==> config.mk <==
export PLATFORM = sky130hd
export DESIGN_NAME = vga_timing_gen_flat
export DESIGN_NICKNAME = d
export VERILOG_FILES = /design/src/rtl/vga_pkg.sv /design/src/rtl/vga_timing_gen_if.sv /design/src/rtl/vga_timing_gen_color_expand.sv /design/src/rtl/vga_timing_gen.sv /design/src/flat_wrapper.sv
export SDC_FILE = /design/constraint.sdc
export NUM_CORES = 1
export LEC_CHECK = 0
export ABC_AREA = 1
export BUFFER_PORTS_ARGS = -buffer_cell sky130_fd_sc_hd__buf_2
export CORE_ASPECT_RATIO = 0.8
export CORE_MARGIN = 2
export CORE_UTILIZATION = 40
export CTS_BUF_LIST = sky130_fd_sc_hd__clkbuf_4 sky130_fd_sc_hd__clkbuf_8
export DETAILED_ROUTE_END_ITERATION = 16
export PLACE_DENSITY_LB_ADDON = 0.08
export SLEW_MARGIN = 10
export SYNTH_ARGS = -nofsm -noshare
export SYNTH_HDL_FRONTEND = slang
export SYNTH_HIERARCHICAL = 1
export SYNTH_SLANG_ARGS = --single-unit
==> constraint.sdc <==
create_clock -name clk -period 1.4 [get_ports clk]
set_input_delay 0.28 -clock clk [delete_from_list [all_inputs] [get_ports clk]]
set_output_delay 0.28 -clock clk [all_outputs]
set_load 0.02 [all_outputs]
==> src/rtl/vga_pkg.sv <==
// Shared VGA timing defaults, bar colours and the RRRGGGBB -> 4:4:4 expansion.
package vga_pkg;

  localparam int H_ACTIVE_DEFAULT = 640;
  localparam int H_FP_DEFAULT     = 16;
  localparam int H_SYNC_DEFAULT   = 96;
  localparam int H_BP_DEFAULT     = 48;
  localparam int V_ACTIVE_DEFAULT = 480;
  localparam int V_FP_DEFAULT     = 10;
  localparam int V_SYNC_DEFAULT   = 2;
  localparam int V_BP_DEFAULT     = 33;
  localparam int CLK_DIV_DEFAULT  = 2;

  localparam int H_TOTAL = H_ACTIVE_DEFAULT + H_FP_DEFAULT + H_SYNC_DEFAULT + H_BP_DEFAULT;
  localparam int V_TOTAL = V_ACTIVE_DEFAULT + V_FP_DEFAULT + V_SYNC_DEFAULT + V_BP_DEFAULT;

  localparam logic [7:0] BAR_COLORS [0:7] = '{
    8'hFF, 8'hFC, 8'h1F, 8'h1C, 8'hE3, 8'hE0, 8'h03, 8'h00
  };

  typedef struct packed {
    logic [3:0] r;
    logic [3:0] g;
    logic [3:0] b;
  } rgb444_t;

  // Replicate the top bits so full-scale 3-bit/2-bit values map to 4'hF.
  function automatic rgb444_t expand_332(input logic [7:0] c);
    rgb444_t o;
    o.r = {c[7:5], c[7]};
    o.g = {c[4:2], c[4]};
    o.b = {c[1:0], c[1:0]};
    return o;
  endfunction

endpackage

==> src/rtl/vga_timing_gen_if.sv <==
// Pixel-pipeline and VGA pin bundle between the timing generator and its neighbours.
interface vga_timing_if;
  logic       pixel_tick;
  logic [9:0] pixel_x;
  logic [9:0] pixel_y;
  logic       display_enable;
  logic       line_start;
  logic       frame_start;
  logic [7:0] pixel_color_in_332;
  logic       test_pattern_en;
  logic [3:0] vga_r;
  logic [3:0] vga_g;
  logic [3:0] vga_b;
  logic       vga_hsync;
  logic       vga_vsync;

  modport master (
    output pixel_tick, pixel_x, pixel_y, display_enable, line_start, frame_start,
    output vga_r, vga_g, vga_b, vga_hsync, vga_vsync,
    input  pixel_color_in_332, test_pattern_en
  );

  modport slave (
    input  pixel_tick, pixel_x, pixel_y, display_enable, line_start, frame_start,
    input  vga_r, vga_g, vga_b, vga_hsync, vga_vsync,
    output pixel_color_in_332, test_pattern_en
  );
endinterface

==> src/rtl/vga_timing_gen_color_expand.sv <==
// Combinational 332 -> 444 expansion with optional colour-bar substitution.
// Bars are built only when VGA_TEST_PATTERN_EN is defined.
import vga_pkg::*;

module vga_color_expand (
  input  logic [9:0] pixel_x,
  input  logic [7:0] color_in,
  input  logic       test_pattern_en,
  output rgb444_t    color_out
);

  logic [7:0] color_sel;

`ifdef VGA_TEST_PATTERN_EN
  logic [2:0] bar_idx;

  // 80-pixel-wide bars from a comparator chain rather than a divider.
  always_comb begin
    bar_idx = 3'd7;
    if      (pixel_x < 10'd80)  bar_idx = 3'd0;
    else if (pixel_x < 10'd160) bar_idx = 3'd1;
    else if (pixel_x < 10'd240) bar_idx = 3'd2;
    else if (pixel_x < 10'd320) bar_idx = 3'd3;
    else if (pixel_x < 10'd400) bar_idx = 3'd4;
    else if (pixel_x < 10'd480) bar_idx = 3'd5;
    else if (pixel_x < 10'd560) bar_idx = 3'd6;
  end

  assign color_sel = test_pattern_en ? BAR_COLORS[bar_idx] : color_in;
`else
  logic unused_pattern_inputs;
  assign unused_pattern_inputs = &{1'b0, test_pattern_en, pixel_x};
  assign color_sel = color_in;
`endif

  assign color_out = expand_332(color_sel);

endmodule

==> src/rtl/vga_timing_gen.sv <==
// 640x480@60 VGA raster generator: pixel divider, h/v counters and one-pixel output stage.
// Optional colour bars selected at build time with VGA_TEST_PATTERN_EN.
import vga_pkg::*;

module vga_timing_gen #(
  parameter int H_ACTIVE = H_ACTIVE_DEFAULT,
  parameter int H_FP     = H_FP_DEFAULT,
  parameter int H_SYNC   = H_SYNC_DEFAULT,
  parameter int H_BP     = H_BP_DEFAULT,
  parameter int V_ACTIVE = V_ACTIVE_DEFAULT,
  parameter int V_FP     = V_FP_DEFAULT,
  parameter int V_SYNC   = V_SYNC_DEFAULT,
  parameter int V_BP     = V_BP_DEFAULT,
  parameter int CLK_DIV  = CLK_DIV_DEFAULT
) (
  input  logic         clk,
  input  logic         rst,
  vga_timing_if.master bus
);

  localparam int H_TOT = H_ACTIVE + H_FP + H_SYNC + H_BP;
  localparam int V_TOT = V_ACTIVE + V_FP + V_SYNC + V_BP;
  localparam int DIV_W = (CLK_DIV > 1) ? $clog2(CLK_DIV) : 1;

  localparam logic [DIV_W-1:0] DIV_LAST = DIV_W'(CLK_DIV - 1);
  localparam logic [9:0] H_LAST   = 10'(H_TOT - 1);
  localparam logic [9:0] V_LAST   = 10'(V_TOT - 1);
  localparam logic [9:0] H_VIS    = 10'(H_ACTIVE);
  localparam logic [9:0] V_VIS    = 10'(V_ACTIVE);
  localparam logic [9:0] HS_FIRST = 10'(H_ACTIVE + H_FP);
  localparam logic [9:0] HS_LAST  = 10'(H_ACTIVE + H_FP + H_SYNC - 1);
  localparam logic [9:0] VS_FIRST = 10'(V_ACTIVE + V_FP);
  localparam logic [9:0] VS_LAST  = 10'(V_ACTIVE + V_FP + V_SYNC - 1);

  logic [DIV_W-1:0] div_cnt;
  logic [9:0]       h_count;
  logic [9:0]       v_count;
  logic             pixel_tick;
  logic             display_enable;
  rgb444_t          rgb_next;
  rgb444_t          rgb_q;
  logic             hsync_q;
  logic             vsync_q;

  assign pixel_tick     = (div_cnt == DIV_LAST);
  assign display_enable = (h_count < H_VIS) && (v_count < V_VIS);

  always_ff @(posedge clk) begin
    if (rst) begin
      div_cnt <= '0;
    end else if (pixel_tick) begin
      div_cnt <= '0;
    end else begin
      div_cnt <= div_cnt + 1'b1;
    end
  end

  // Reset parks the raster on the final blanking pixel so the first tick lands on (0,0).
  always_ff @(posedge clk) begin
    if (rst) begin
      h_count <= H_LAST;
      v_count <= V_LAST;
    end else if (pixel_tick) begin
      if (h_count == H_LAST) begin
        h_count <= '0;
        v_count <= (v_count == V_LAST) ? 10'd0 : v_count + 10'd1;
      end else begin
        h_count <= h_count + 10'd1;
      end
    end
  end

  vga_color_expand u_color_expand (
    .pixel_x         (h_count),
    .color_in        (bus.pixel_color_in_332),
    .test_pattern_en (bus.test_pattern_en),
    .color_out       (rgb_next)
  );

  // Sync shares the colour's one-pixel delay so pins stay aligned.
  always_ff @(posedge clk) begin
    if (rst) begin
      rgb_q   <= '0;
      hsync_q <= 1'b1;
      vsync_q <= 1'b1;
    end else if (pixel_tick) begin
      hsync_q <= !((h_count >= HS_FIRST) && (h_count <= HS_LAST));
      vsync_q <= !((v_count >= VS_FIRST) && (v_count <= VS_LAST));
      rgb_q   <= display_enable ? rgb_next : '0;
    end
  end

  assign bus.pixel_tick     = pixel_tick;
  assign bus.pixel_x        = h_count;
  assign bus.pixel_y        = v_count;
  assign bus.display_enable = display_enable;
  assign bus.line_start     = pixel_tick && (h_count == 10'd0);
  assign bus.frame_start    = pixel_tick && (h_count == 10'd0) && (v_count == 10'd0);
  assign bus.vga_r          = rgb_q.r;
  assign bus.vga_g          = rgb_q.g;
  assign bus.vga_b          = rgb_q.b;
  assign bus.vga_hsync      = hsync_q;
  assign bus.vga_vsync      = vsync_q;

endmodule
==> src/flat_wrapper.sv <==
// flat-port wrapper written by rule: the top's interface ports become plain ports
module vga_timing_gen_flat 
#(
  parameter int H_ACTIVE = H_ACTIVE_DEFAULT,
  parameter int H_FP     = H_FP_DEFAULT,
  parameter int H_SYNC   = H_SYNC_DEFAULT,
  parameter int H_BP     = H_BP_DEFAULT,
  parameter int V_ACTIVE = V_ACTIVE_DEFAULT,
  parameter int V_FP     = V_FP_DEFAULT,
  parameter int V_SYNC   = V_SYNC_DEFAULT,
  parameter int V_BP     = V_BP_DEFAULT,
  parameter int CLK_DIV  = CLK_DIV_DEFAULT
)
  (clk, rst, bus_pixel_tick, bus_pixel_x, bus_pixel_y, bus_display_enable, bus_line_start, bus_frame_start, bus_vga_r, bus_vga_g, bus_vga_b, bus_vga_hsync, bus_vga_vsync, bus_pixel_color_in_332, bus_test_pattern_en);
  vga_timing_if bus_i ();
  input  logic clk;
  input  logic rst;
  output wire logic [$bits(bus_i.pixel_tick)-1:0] bus_pixel_tick;
  output wire logic [$bits(bus_i.pixel_x)-1:0] bus_pixel_x;
  output wire logic [$bits(bus_i.pixel_y)-1:0] bus_pixel_y;
  output wire logic [$bits(bus_i.display_enable)-1:0] bus_display_enable;
  output wire logic [$bits(bus_i.line_start)-1:0] bus_line_start;
  output wire logic [$bits(bus_i.frame_start)-1:0] bus_frame_start;
  output wire logic [$bits(bus_i.vga_r)-1:0] bus_vga_r;
  output wire logic [$bits(bus_i.vga_g)-1:0] bus_vga_g;
  output wire logic [$bits(bus_i.vga_b)-1:0] bus_vga_b;
  output wire logic [$bits(bus_i.vga_hsync)-1:0] bus_vga_hsync;
  output wire logic [$bits(bus_i.vga_vsync)-1:0] bus_vga_vsync;
  input wire logic [$bits(bus_i.pixel_color_in_332)-1:0] bus_pixel_color_in_332;
  input wire logic [$bits(bus_i.test_pattern_en)-1:0] bus_test_pattern_en;
  assign bus_pixel_tick = bus_i.pixel_tick;
  assign bus_pixel_x = bus_i.pixel_x;
  assign bus_pixel_y = bus_i.pixel_y;
  assign bus_display_enable = bus_i.display_enable;
  assign bus_line_start = bus_i.line_start;
  assign bus_frame_start = bus_i.frame_start;
  assign bus_vga_r = bus_i.vga_r;
  assign bus_vga_g = bus_i.vga_g;
  assign bus_vga_b = bus_i.vga_b;
  assign bus_vga_hsync = bus_i.vga_hsync;
  assign bus_vga_vsync = bus_i.vga_vsync;
  assign bus_i.pixel_color_in_332 = bus_pixel_color_in_332;
  assign bus_i.test_pattern_en = bus_test_pattern_en;
  vga_timing_gen #(.H_ACTIVE(H_ACTIVE), .H_FP(H_FP), .H_SYNC(H_SYNC), .H_BP(H_BP), .V_ACTIVE(V_ACTIVE), .V_FP(V_FP), .V_SYNC(V_SYNC), .V_BP(V_BP), .CLK_DIV(CLK_DIV)) u_core (.clk(clk), .rst(rst), .bus(bus_i));
endmodule
==> Word level (Yosys, flattened, before mapping) <==
Cells that the tools add are included.
{ "totals": {"ff_bits": 35, "word_cells": 33} }
{ "op_classes": {"order_cmp": 6, "eq_ne": 2, "n_addsub": 3, "muxes": 3, "reduce_logical": 11} }
{ "ops": {"columns": ["cell", "count"], "rows": [
  ["adder 10 x 1 -> 10 bit (second input constant)", 2],
  ["== test 10 bit (second input constant)", 2],
  ["zero test 10 bit", 2],
  ["2-to-1 mux 10 bit", 2],
  ["2-to-1 mux 12 bit", 1],
  [">= comparator 10 bit (second input constant)", 1],
  [">= comparator 10 x 9 -> 1 bit (second input constant)", 1],
  ["<= comparator 10 bit (second input constant)", 1],
  ["<= comparator 10 x 9 -> 1 bit (second input constant)", 1],
  ["less-than comparator 10 bit (second input constant)", 1],
  ["less-than comparator 10 x 9 -> 1 bit (second input constant)", 1],
  ["logical AND 1 bit", 5],
  ["zero test 1 bit", 2],
  ["AND reduction 2 bit", 1],
  ["OR reduction 2 bit", 1],
  ["adder 1 bit (second input constant)", 1]
]} }

==> Depth between registers and ports, before layout <==
Gate-level depths: netlist of the first run.
{ "logic_depth": {"word_depth": 3, "ltp_mapped": 9, "mapped_depth_nobuf": 8} }

==> Cells and area by module <==
Netlist of the first run, hierarchy kept.
{ "by_module_without_submodules": {"columns": ["module", "cells_per_inst", "n_inst", "seq_area_each_um2", "area_per_inst_um2"], "rows": [
  ["vga_timing_gen", 261, 1, 700.7, 1794.2],
  ["vga_color_expand", 12, 1, 0.0, 90.1]
]} }

==> Worst setup path before layout of the first run <==
Ideal clock, no wire load.
{ "synth_path": {"path_kind": "register to output", "startpoint": "register u_core.v_count[0], in the netlist u_core/bus.pixel_y[0]", "endpoint": "output port bus_frame_start", "path_slack_ps": -450, "path_stages_with_launch": 7, "n_path_buf": 0, "t_arrival_ps": 1570, "required_ps": 1120, "path_cell_list": "dfxtp_1 inv_1 ha_1 nand2_1 nor3_1 nand2_1 nor4_1"} }
{ "synth_via": {"elab_chain_cells": 2} }
{ "synth_lines": {"columns": ["item", "line_no", "rtl"], "rows": [
  ["start: declaration", "vga_timing_gen.sv:37", "logic [9:0] v_count;"],
  ["start signal: assignment", "vga_timing_gen.sv:66", "v_count <= (v_count == V_LAST) ? 10'd0 : v_count + 10'd1;"],
  ["zero test 10 bit", "vga_timing_gen.sv:98", "assign bus.frame_start = pixel_tick && (h_count == 10'd0) && (v_count == 10'd0);"],
  ["logical AND 1 bit", "vga_timing_gen.sv:98", null],
  ["end: declaration", "flat_wrapper.sv:23", "output wire logic [$bits(bus_i.frame_start)-1:0] bus_frame_start;"]
]} }
No other way between the ends.

==> Final worst setup path of the first run <==
Same ends and word-level chain as after synthesis.

==> results of run 1 <==
## worst min-delay path: stages
cell and delay, ns:
sky130_fd_sc_hd__buf_2 0.09, sky130_fd_sc_hd__nand2_1 0.05, sky130_fd_sc_hd__o21ai_0 0.07
## logic make-up (layout without fill, tap and decap cells)
| family | count (synthesis) | after routing |
|---|---|---|
| simple gates | 138 | 138 |
| buf+inv | 54 | 134 |
| compound gates | 41 | 41 |
| flops | 35 | 35 |
| fa+ha+maj | 4 | 4 |
| xor+xnor | 1 | 1 |
## metal layers
layer  routed length (um)  part of all wire  up-vias  GRT usage
met4                  116             0.023        0     0.0932
li1                     -                 -     1034          -
met5                    0                 0        -          0
met3                  389             0.077       11     0.0549
met1                 2460              0.49      883      0.280
met2                 2110              0.41       65      0.298
## cells in the mapped netlist
cell type / count
sky130_fd_sc_hd__a21o_1: 1
sky130_fd_sc_hd__a21oi_1: 9
sky130_fd_sc_hd__a41oi_1: 1
sky130_fd_sc_hd__buf_2: 3
sky130_fd_sc_hd__buf_4: 13
sky130_fd_sc_hd__buf_6: 2
sky130_fd_sc_hd__clkbuf_1: 1
sky130_fd_sc_hd__dfxtp_1: 35
sky130_fd_sc_hd__ha_1: 4
sky130_fd_sc_hd__inv_1: 32
sky130_fd_sc_hd__inv_2: 3
sky130_fd_sc_hd__nand2_1: 72
sky130_fd_sc_hd__nand2_2: 1
sky130_fd_sc_hd__nand2_4: 1
sky130_fd_sc_hd__nand3_1: 15
sky130_fd_sc_hd__nand3_2: 1
sky130_fd_sc_hd__nand3b_1: 2
sky130_fd_sc_hd__nand4_1: 12
sky130_fd_sc_hd__nand4_2: 1
sky130_fd_sc_hd__nor2_1: 24
sky130_fd_sc_hd__nor2_2: 2
sky130_fd_sc_hd__nor2_4: 3
sky130_fd_sc_hd__nor3_1: 3
sky130_fd_sc_hd__nor4_1: 1
sky130_fd_sc_hd__o211ai_1: 3
sky130_fd_sc_hd__o21ai_0: 25
sky130_fd_sc_hd__o21ai_1: 1
sky130_fd_sc_hd__o21bai_1: 1
sky130_fd_sc_hd__xor2_1: 1
## report_power, final
part	total [uW]	internal (uW)	switching, uW
Clock	944	540	404
Combinational	701	301	400
Sequential	1080	1040	39.3
Total	2720	1880	844
## sequential cells by signal, indices dropped and copies added, names as in the netlist
register,cells
u_core/bus.pixel_x,10
u_core/bus.pixel_y,10
u_core/bus.vga_b,4
u_core/bus.vga_g,4
u_core/bus.vga_r,4
u_core/bus.pixel_tick,1
u_core/bus.vga_hsync,1
u_core/bus.vga_vsync,1
## stage by stage
stage	setup TNS, ns	instances	setup slack (ns)	hold WS, ns
after global routing	-2.81	413	-0.489	0.240
after detailed placement	-0.157	395	-0.0894	0.443
final	-1.52	413	-0.341	0.239
after global placement	-0.119	395	-0.0720	0.437
after CTS	-1.33	411	-0.386	0.234
after floorplan	-0.158	273	-0.124	0.491
## final cells by class
class,instances,area [um^2]
Clock inverter,3,47.5
Timing Repair Buffer,91,644
Multi-Input combinational cell,184,1050
Clock buffer,5,68.8
Tap cell,60,75.1
Inverter,35,131
Fill cell,441,1820
Sequential cell,35,723
## cell usage in the layout, fill, tap and decap left out, types with 4 or more instances in the layout
| cell type | count |
|---|---|
| sky130_fd_sc_hd__nand2_2 | 5 |
| sky130_fd_sc_hd__dfxtp_1 | 23 |
| sky130_fd_sc_hd__a21oi_1 | 4 |
| sky130_fd_sc_hd__o21ai_1 | 5 |
| sky130_fd_sc_hd__nor2_2 | 5 |
| sky130_fd_sc_hd__inv_1 | 29 |
| sky130_fd_sc_hd__inv_2 | 6 |
| sky130_fd_sc_hd__o21ai_0 | 20 |
| sky130_fd_sc_hd__clkbuf_8 | 5 |
| sky130_fd_sc_hd__buf_6 | 7 |
| sky130_fd_sc_hd__buf_4 | 37 |
| sky130_fd_sc_hd__buf_2 | 44 |
| sky130_fd_sc_hd__dfxtp_2 | 9 |
| sky130_fd_sc_hd__nand3_1 | 11 |
| sky130_fd_sc_hd__a21oi_2 | 5 |
| sky130_fd_sc_hd__nand2_1 | 67 |
| sky130_fd_sc_hd__nor2_4 | 4 |
| sky130_fd_sc_hd__nand4_1 | 12 |
| sky130_fd_sc_hd__nor2_1 | 20 |
## what timing repair did
action | in CTS | in global routing
endpoints found under the setup margin | 5 | 32
gates resized for setup | 18 | 38
pin swaps | 4 | 20
setup buffers | 7 | 6
cloned | 1 | 0
## how the worst min path moves through the flow
stage / startpoint / end / slack, ns / depth (start not counted)
after floorplan: rst / u_core/bus.vga_b[1] / 0.49 / 3
after global placement: u_core/bus.vga_g[3] / u_core/bus.vga_g[3] / 0.44 / 2
after detailed placement: u_core/bus.vga_g[3] / u_core/bus.vga_g[3] / 0.44 / 2
after CTS: bus_pixel_color_in_332[3] / u_core/bus.vga_g[2] / 0.23 / 3
after global routing: bus_pixel_color_in_332[3] / u_core/bus.vga_g[2] / 0.24 / 3
final: bus_pixel_color_in_332[3] / u_core/bus.vga_g[2] / 0.24 / 3
==> flow_metrics.env, run 1 <==
export IMPL_number_of_antenna_violations_at_the_first_check_in_global_routing=0
export IMPL_cap_violations=0
export IMPL_ys_warnings_count=6
export IMPL_worstSetupStartpointType="register"
export IMPL_crit_path_start="u_core/bus.pixel_y[0]"
export IMPL_min_path_type="in -> reg"
export IMPL_finalWorstPathRequiredPeriod_ns=1.74
export IMPL_tightest_slew_ns=0.285
export IMPL_synth_top_family_by_area="simple AND/OR/NAND/NOR gates"
export IMPL_postSynthAreaPerCell_um2=6.90
export IMPL_endpoints_failing_hold=0
export IMPL_post_synth_fa_ha_maj_area_fraction=0.0266
export IMPL_place_area_um2=2350
export IMPL_htree_levels=2
export IMPL_clock_tree_root_buffer_cell="sky130_fd_sc_hd__clkbuf_8"
export IMPL_cts_sinks=35
export IMPL_rsz0062_at_grt="true"
export IMPL_reg2regPathDepth=10
export IMPL_fin_ws_ns=-0.341
export IMPL_ctsHoldBuffers=0
export IMPL_fin_skew_ns=0.00530
export IMPL_drcViolationCount=0
export IMPL_floorplan_die_width_um=80.7
export IMPL_place_hpwl_mm=3.77
export IMPL_grt_pass1_wl_mm=8.18
export IMPL_synthSimpleGateAreaFrac=0.336
export IMPL_placement_rows=22
export IMPL_fp_dieH_um=65.4
export IMPL_ctsLongestPathBuffers=2
export IMPL_dr_vias_cell=4.83
export IMPL_synth_compound_area_frac=0.118
export IMPL_r2r_slack_ns=-0.11
export IMPL_grt_total_usage=0.204
export IMPL_regToRegStartpoint="u_core/bus.pixel_x[1]"
export IMPL_critical_path_arrival_ns=1.46
export IMPL_finalSetupViolCount=13
export IMPL_clock_tree_from_tritoncts="done"
export IMPL_final_core_util=0.601
export IMPL_crit_path_cell_trace="inv_1 -> ha_2 -> nand2_1 -> nor3_2 -> nand2_2 -> nor4_4 -> buf_4"
export IMPL_regToRegEndpoint="u_core/bus.pixel_y[3]"
export IMPL_path_buf_inv=2
export IMPL_path_class="reg -> out"
export IMPL_io_buffer_count=47
export IMPL_synth_xor_xnor_area_share=0.00465
export IMPL_detail_route_antenna_nets=0
export IMPL_crit_end="bus_frame_start"
export IMPL_grt_pass1_vias=1816
export IMPL_clkLatencyLatePin_ns=0.29
export IMPL_area_growth_pct=45.7
export IMPL_slowest_delay_ns=0.31
export IMPL_slew_limit_headroom=0.808
export IMPL_outcome="finished, violations left"
export IMPL_timing_critical_path_fanout_max=2
export IMPL_mappedNetlistArea_um2=1880
export IMPL_gpl_final_weighted_congestion=0.892
export IMPL_max_slew_violations=0
export IMPL_max_vdd_ir_drop_uv=634
export IMPL_worstPathRequired_ns=1.12
export IMPL_yosysTopAreaCell="sky130_fd_sc_hd__dfxtp_1"
export IMPL_power_per_cell_area_nw_per_um2=991
export IMPL_via_count=1993
export IMPL_core_um2=4570
export IMPL_fin_crit_sh=1.24
export IMPL_largest_net_degree_at_the_start_of_global_routing=14
export IMPL_cts_made_buffers=5
export IMPL_critical_path_slowest_cell="sky130_fd_sc_hd__dfxtp_1"
export IMPL_route_final_wire_length_mm=5.08
export IMPL_postSynthNetCount=288
export IMPL_num_nets_final=367
export IMPL_clkTransAtPathRegs_ns=0.08
export IMPL_drt_initial_drc_count=98
export IMPL_post_route_cells_drive_above_1_share=0.428
export IMPL_congestion_overflow_gr=0
export IMPL_violated_checks="negative setup slack"
export IMPL_antennaDiodeCount=0
export IMPL_muxShareOfSynthArea=0
export IMPL_synth_seq_cells=35
export IMPL_post_route_cell_area_um2=2750
export IMPL_critical_path_endpoint_type="output port"
export IMPL_total_leakage_power_uw=0.00131
export IMPL_detail_route_wl_per_cell_um=12.3
export IMPL_timing_critical_path_max_delay_family="simple AND/OR/NAND/NOR gates"
export IMPL_floorplan_initialDensity=0.412
export IMPL_synthTopCellsByArea="sky130_fd_sc_hd__dfxtp_1 37%, sky130_fd_sc_hd__nand2_1 14%, sky130_fd_sc_hd__o21ai_0 6.6%"
export IMPL_post_synth_inst_count=273
export IMPL_timing_critical_path_depth=7
export IMPL_synth_lib_cells_used_distinct=29
export IMPL_drt_pre_antenna_iters=6
export IMPL_seq_area_frac_synth=0.372
export IMPL_max_freq_mhz=574
export IMPL_floorplan_io_pins=49
export IMPL_netlist_area_leader_share=0.372
export IMPL_post_layout_total_power_uw=2720
export IMPL_design_die_area_um2=5280
(Power assumes the default switching activity.)
==> run 2, diff against run 1 <==
CAP_MARGIN = 20   (was default)
REMOVE_ABC_BUFFERS = 1   (was default)
==> run 2 against run 1 <==
  * The flow still finishes with violations (negative setup slack)
  * Die area stayed put
  * Worst hold slack got worse by 0.0062 ns
  * Largest power group unchanged
  * Total power increased by 1.7%
  * Final area is 4.1% higher
  * Highest routed layer unchanged
  * Worst setup slack improved by 0.0064 ns
  * Clock power barely moved
  * First-iteration DRC count is 33% higher
  * Critical path depth is 2 lower
  * Via count is 4.0% higher
  * Critical endpoint unchanged
==> flow_metrics.env, run 2 (synthesis results as in run 1) <==
export IMPL_outcome="finished, violations left"
export IMPL_violated_checks="negative setup slack"
export IMPL_switching_share=0.314
export IMPL_max_slew_violations=0
export IMPL_worstHoldPathCells=3
export IMPL_path_class="reg -> out"
export IMPL_num_nets_final=383
export IMPL_clkTransAtPathRegs_ns=0.08
export IMPL_drt_pre_antenna_iters=4
export IMPL_core_um2=4570
export IMPL_ctsHoldBuffers=0
export IMPL_post_route_cells_drive_above_1_share=0.461
export IMPL_finish_cell_count_without_fillers=429
export IMPL_total_leakage_power_uw=0.00140
export IMPL_grt_pass1_vias=1858
export IMPL_detail_route_antenna_nets=0
export IMPL_fp_dieH_um=65.4
export IMPL_number_of_antenna_violations_at_the_first_check_in_global_routing=0
export IMPL_gpl_final_weighted_congestion=0.888
export IMPL_max_freq_mhz=576
export IMPL_grt_total_usage=0.215
export IMPL_rsz0062_at_grt="true"
export IMPL_regToRegEndpoint="u_core/bus.pixel_y[7]"
export IMPL_r2r_slack_ns=-0.13
export IMPL_detail_route_wl_per_cell_um=12.7
export IMPL_path_buf_inv=2
export IMPL_pwr_share_seq=0.388
export IMPL_clkLatencyLatePin_ns=0.30
export IMPL_clock_tree_from_tritoncts="done"
export IMPL_floorplan_io_pins=49
export IMPL_critical_path_endpoint_type="output port"
export IMPL_cts_made_buffers=5
export IMPL_global_route_usage_met3=0.0508
export IMPL_finalSetupViolCount=16
export IMPL_power_per_cell_area_nw_per_um2=969
export IMPL_via_count=2073
export IMPL_critical_path_arrival_ns=1.45
export IMPL_ctsLongestPathBuffers=2
export IMPL_floorplan_die_width_um=80.7
export IMPL_floorplan_initialDensity=0.412
export IMPL_most_common_cell_after_layout_fill_and_taps_aside="sky130_fd_sc_hd__nand2_1"
export IMPL_drt_initial_drc_count=130
export IMPL_htree_levels=2
export IMPL_gr_util_met1=0.313
export IMPL_fin_ws_ns=-0.335
export IMPL_largest_net_degree_at_the_start_of_global_routing=14
export IMPL_grt_pass1_wl_mm=8.70
export IMPL_slew_limit_headroom=0.775
export IMPL_comb_power_share=0.270
export IMPL_timing_critical_path_depth=5
export IMPL_power_report_internal_total_uw=1900
export IMPL_dr_vias_cell=4.83
export IMPL_crit_path_cell_trace="inv_2 -> ha_2 -> nand4_1 -> nor4_2 -> buf_4"
export IMPL_design_die_area_um2=5280
export IMPL_area_growth_pct=51.6
export IMPL_critical_path_slowest_cell="sky130_fd_sc_hd__dfxtp_2"
export IMPL_endpoints_failing_hold=0
export IMPL_congestion_overflow_gr=0
export IMPL_regToRegStartpoint="u_core/bus.pixel_x[0]"
export IMPL_max_vdd_ir_drop_uv=705
export IMPL_busiest_layer="met2"
export IMPL_dp_slack_ns=-0.159
export IMPL_cts_sinks=35
export IMPL_place_hpwl_mm=3.85
export IMPL_clock_power_share=0.342
export IMPL_switching_power_uw=870
export IMPL_fin_crit_sh=1.24
export IMPL_placement_rows=22
export IMPL_io_buffer_count=47
export IMPL_clock_tree_root_buffer_cell="sky130_fd_sc_hd__clkbuf_8"
export IMPL_groute_layer_met2_usage=0.314
export IMPL_route_final_wire_length_mm=5.46
export IMPL_fin_skew_ns=0.00841
export IMPL_post_layout_total_power_uw=2770
export IMPL_drcViolationCount=0
export IMPL_reg2regPathDepth=10
export IMPL_timing_critical_path_fanout_max=2
export IMPL_placedCellCount=408
export IMPL_worstSetupStartpointType="register"
export IMPL_most_common_layout_cells="67 x sky130_fd_sc_hd__nand2_1, 53 x sky130_fd_sc_hd__buf_4, 44 x sky130_fd_sc_hd__buf_2, 25 x sky130_fd_sc_hd__inv_1, 24 x sky130_fd_sc_hd__dfxtp_1"
export IMPL_cap_violations=0
export IMPL_holdCritStartpoint="bus_pixel_color_in_332[5]"
export IMPL_tightest_slew_ns=0.336
export IMPL_worstPathRequired_ns=1.12
export IMPL_finalWorstPathRequiredPeriod_ns=1.73
export IMPL_timing_critical_path_max_delay_family="simple AND/OR/NAND/NOR gates"
export IMPL_min_path_type="in -> reg"
export IMPL_worstHoldEndpoint="u_core/bus.vga_r[1]"
export IMPL_slowest_delay_ns=0.33
export IMPL_antennaDiodeCount=0
[run 2: worst max path at each step]
stage | start | endpoint | slack, ns
2_1_floorplan | u_core/bus.pixel_y[0] | bus_frame_start | -0.45
3_3_place_gp | u_core/bus.pixel_x[1] | u_core/bus.pixel_y[1] | -0.13
3_5_place_dp | u_core/bus.pixel_x[1] | u_core/bus.pixel_y[7] | -0.16
4_1_cts | u_core/bus.pixel_x[1] | bus_frame_start | -0.38
5_1_grt | u_core/bus.pixel_y[0] | bus_frame_start | -0.44
6_report | u_core/bus.pixel_x[1] | bus_frame_start | -0.33
[run 2: cell type report]
| cell class | count | area [um^2] |
|---|---|---|
| fill | 431 | 1710 |
| sequential | 35 | 724 |
| timing repair buffer | 107 | 731 |
| clock buffer | 5 | 68.8 |
| inverter | 35 | 134 |
| tap | 60 | 75.1 |
| multi-input combinational | 184 | 1080 |
| clock inverter | 3 | 47.5 |
[run 2: metal layers]
metal,up-vias,share of wire
met5,-,0
met4,0,0.0099
met3,5,0.043
met2,43,0.46
met1,962,0.48
li1,1063,-
[run 2: repair_timing]
item                       in CTS  in global routing
gates cloned                    0                  0
hold endpoints to repair        0                  0
setup endpoints to repair      18                 20
resized for setup              34                 46
buffers inserted                7                  9
pin swaps                       9                 22
[run 2: stage by stage]
step                      setup TNS, ns  hold slack, ns  utilization  cell area, um^2
after floorplan                   -1.65           0.349            -             1750
final                             -1.82           0.233        0.625             2860
after global placement            -1.05           0.434        0.527             2410
after detailed placement          -1.22           0.439        0.527             2410
after CTS                         -1.48           0.229        0.586             2680
after global routing              -3.23           0.237        0.625             2860
[run 2: power by group through the flow]
stage          clock network, uW  registers [uW]  logic (uW)
2_1_floorplan                  0            1160         257
3_3_place_gp                   0            1090         610
3_5_place_dp                   0            1100         612
4_1_cts                      970            1070         674
5_1_grt                     1020            1080         815
6_report                     947            1070         747
[run 2: worst register-to-register path: cells and delay by family, from the launching register on]
kind | cells | cell delay (ns)
compound gates | 1 | 0.13
fa+ha+maj | 1 | 0.14
buf+inv | 4 | 0.42
flops | 1 | 0.35
simple gates | 4 | 0.42
==> run 3, diff against run 2 <==
ABC_AREA = default   (was 1)
==> run 3 against run 2 <==
  * The flow still finishes with violations (negative setup slack)
  * Synthesized cell count fell by 30%
  * Highest routed layer unchanged
  * Global-route usage shrank 0.69 points
  * First-iteration DRC count fell by 48%
  * Critical path type is now reg -> reg
  * Final area shrank 7.4%
  * Combinational power rose by 9.4%
  * Clock-buffer cell count unchanged
==> flow_metrics.env, run 3 <==
export IMPL_outcome="finished, violations left"
export IMPL_violated_checks="negative setup slack"
export IMPL_number_of_antenna_violations_at_the_first_check_in_global_routing=0
export IMPL_detail_route_wl_per_cell_um=14.7
export IMPL_critical_path_arrival_ns=1.99
export IMPL_synth_async_sr_flop_share=0
export IMPL_max_slew_violations=0
export IMPL_design_die_area_um2=4830
export IMPL_power_per_cell_area_nw_per_um2=1070
export IMPL_most_common_layout_cells="53 x sky130_fd_sc_hd__buf_4, 44 x sky130_fd_sc_hd__buf_2, 20 x sky130_fd_sc_hd__dfxtp_1, 13 x sky130_fd_sc_hd__dfxtp_2"
export IMPL_total_leakage_power_uw=0.00120
export IMPL_cts_sinks=35
export IMPL_finalSetupViolCount=29
export IMPL_yosysTopAreaCell="sky130_fd_sc_hd__dfxtp_1"
export IMPL_gpl_final_weighted_congestion=0.852
export IMPL_synth_edff_count=0
export IMPL_tightest_slew_ns=0.547
export IMPL_filler_cell_count=370
export IMPL_holdWs_ns=0.207
export IMPL_htree_levels=2
export IMPL_floorplan_io_pins=49
export IMPL_route_final_wire_length_mm=5.01
export IMPL_combined_flip_flop_and_latch_cell_area_um2=724
export IMPL_cts_made_buffers=5
export IMPL_synthTopCellsByCount="35 x sky130_fd_sc_hd__dfxtp_1, 15 x sky130_fd_sc_hd__nor2_1, 13 x sky130_fd_sc_hd__buf_4"
export IMPL_grt_pass1_vias=1650
export IMPL_drt_pre_antenna_iters=5
export IMPL_pwr_share_seq=0.390
export IMPL_worstPathRequired_ns=1.58
export IMPL_clkLatencyLatePin_ns=0.29
export IMPL_comb_power_share=0.289
export IMPL_area_growth_pct=54.4
export IMPL_rsz0062_at_grt="true"
export IMPL_place_hpwl_mm=3.36
export IMPL_clock_tree_from_tritoncts="done"
export IMPL_cap_violations=0
export IMPL_worstSetupStartpointType="register"
export IMPL_floorplan_initialDensity=0.413
export IMPL_slew_limit_headroom=0.635
export IMPL_dr_vias_cell=5.18
export IMPL_max_freq_mhz=551
export IMPL_ctsLongestPathBuffers=2
export IMPL_num_nets_final=297
export IMPL_path_class="reg -> reg"
export IMPL_clock_tree_root_buffer_cell="sky130_fd_sc_hd__clkbuf_8"
export IMPL_fin_crit_sh=1.30
export IMPL_detail_route_antenna_nets=0
export IMPL_fin_skew_ns=0.00779
export IMPL_post_route_cells_drive_above_1_share=0.555
export IMPL_most_common_cell_after_layout_fill_and_taps_aside="sky130_fd_sc_hd__buf_4"
export IMPL_synthTopCellsByArea="sky130_fd_sc_hd__dfxtp_1 41%, sky130_fd_sc_hd__a22o_1 6.1%, sky130_fd_sc_hd__buf_4 5.7%"
export IMPL_via_count=1760
export IMPL_congestion_overflow_gr=0
export IMPL_fin_ws_ns=-0.416
export IMPL_min_path_type="in -> reg"
export IMPL_max_vdd_ir_drop_uv=579
export IMPL_fp_dieH_um=62.6
export IMPL_synth_main_ff_cell="sky130_fd_sc_hd__dfxtp_1"
export IMPL_critical_path_endpoint_type="register"
export IMPL_floorplan_die_width_um=77.2
export IMPL_grt_pass1_wl_mm=8.04
export IMPL_ctsHoldBuffers=0
export IMPL_grt_total_usage=0.208
export IMPL_largest_net_degree_at_the_start_of_global_routing=14
export IMPL_io_buffer_count=47
export IMPL_final_core_util=0.637
export IMPL_synth_seq_cells=35
export IMPL_clkTransAtPathRegs_ns=0.08
export IMPL_multi_input_gate_area_um2=957
export IMPL_synth_lib_cells_used_distinct=41
export IMPL_placement_rows=21
export IMPL_mappedNetlistArea_um2=1710
export IMPL_ys_warnings_count=6
export IMPL_clock_power_share=0.321
export IMPL_finalWorstPathRequiredPeriod_ns=1.82
export IMPL_switching_share=0.301
export IMPL_postSynthAreaPerCell_um2=9.02
export IMPL_endpoints_failing_hold=0
export IMPL_drt_initial_drc_count=68
export IMPL_power_report_internal_total_uw=1970
export IMPL_seq_area_frac_synth=0.409
export IMPL_antennaDiodeCount=0
export IMPL_netlist_area_leader_share=0.409
export IMPL_core_um2=4150
export IMPL_switching_power_uw=849
export IMPL_drcViolationCount=0
export IMPL_timing_critical_path_fanout_max=2
export IMPL_synthMostInstantiatedCell="sky130_fd_sc_hd__dfxtp_1"
export IMPL_post_synth_inst_count=190
-- run 3: cell count changes in the layout (fill, tap and decap cells not counted), moves of 5 or more --
cell,before,now
sky130_fd_sc_hd__a22o_1,0,12
sky130_fd_sc_hd__and3_1,0,5
sky130_fd_sc_hd__inv_2,9,0
sky130_fd_sc_hd__nand4_1,12,5
sky130_fd_sc_hd__xor2_1,1,6
sky130_fd_sc_hd__o21ai_0,19,3
sky130_fd_sc_hd__nor2_4,7,1
sky130_fd_sc_hd__inv_1,25,4
sky130_fd_sc_hd__dfxtp_2,7,13
sky130_fd_sc_hd__nor2_1,17,12
sky130_fd_sc_hd__nand2_1,67,8
-- run 3: layout make-up --
| type | instances | area share |
|---|---|---|
| clock buffer | 5 | 0.0260 |
| clock inverter | 3 | 0.0165 |
| inverter | 6 | 0.0104 |
| multi-input combinational | 125 | 0.362 |
| sequential | 35 | 0.274 |
| tap | 57 | 0.0270 |
| timing repair buffer | 109 | 0.285 |
-- run 3: through the flow --
step	setup TNS, ns	setup WS [ns]	instances	cell area, um^2	total power (uW)
6_report	-5.30	-0.416	340	2650	2820
5_1_grt	-7.26	-0.459	340	2650	2960
4_1_cts	-3.54	-0.407	336	2570	2790
3_5_place_dp	-2.73	-0.216	317	2230	1740
3_3_place_gp	-2.00	-0.185	317	2230	1730
2_1_floorplan	-11.83	-0.625	166	1560	1430
-- run 3: critical path: stages, from the launching register on --
cell and delay [ns]:
sky130_fd_sc_hd__dfxtp_2 0.32, sky130_fd_sc_hd__or4_4 0.53, sky130_fd_sc_hd__buf_4 0.15, sky130_fd_sc_hd__buf_6 0.11, sky130_fd_sc_hd__o22ai_2 0.13, sky130_fd_sc_hd__nand3_1 0.11, sky130_fd_sc_hd__a221o_1 0.36
-- run 3: logic make-up after synthesis --
kind of cell	after synthesis	share of synthesized area
AO/OA/AOI/OAI	36	0.153
buffers and inverters	30	0.103
XOR/XNOR	9	0.0460
adder cells (fa/ha/maj)	4	0.0292
flip-flops	35	0.409
AND/OR/NAND/NOR	73	0.242
multiplexers	3	0.0175
-- run 3: worst paths after layout --
path / from / endpoint / slack (ns) / cells past startpoint
worst max-delay path: u_core/bus.pixel_y[7] / u_core/bus.pixel_y[9] / -0.42 / 6
worst min-delay path: bus_pixel_color_in_332[6] / u_core/bus.vga_r[2] / 0.21 / 2
worst max register to register: u_core/bus.pixel_y[7] / u_core/bus.pixel_y[9] / -0.42 / 6
worst min register to register: u_core/bus.vga_r[1] / u_core/bus.vga_r[1] / 0.48 / 1
-- run 3: power by group through the flow --
| stage | Sequential [uW] | Combinational (uW) | Clock, uW |
|---|---|---|---|
| after CTS | 1100 | 761 | 931 |
| after detailed placement | 1110 | 627 | 0 |
| after floorplan | 1200 | 233 | 0 |
| final | 1100 | 817 | 905 |
| after global placement | 1110 | 613 | 0 |
| after global routing | 1110 | 876 | 979 |
-- run 3: per-layer routing --
layer  global-route usage  wire [um]  vias up
met4               0.0536         55        0
met2                0.355       2450       54
met3               0.0448        217        7
met5                    0          0        -
li1                     -          -      861
met1                0.267       2290      838
-- run 3: what timing repair did --
item | CTS | global route
gates cloned | 1 | 0
pin swaps | 21 | 15
endpoints found under the setup margin | 28 | 31
setup buffers | 10 | 5
resized for setup | 48 | 18
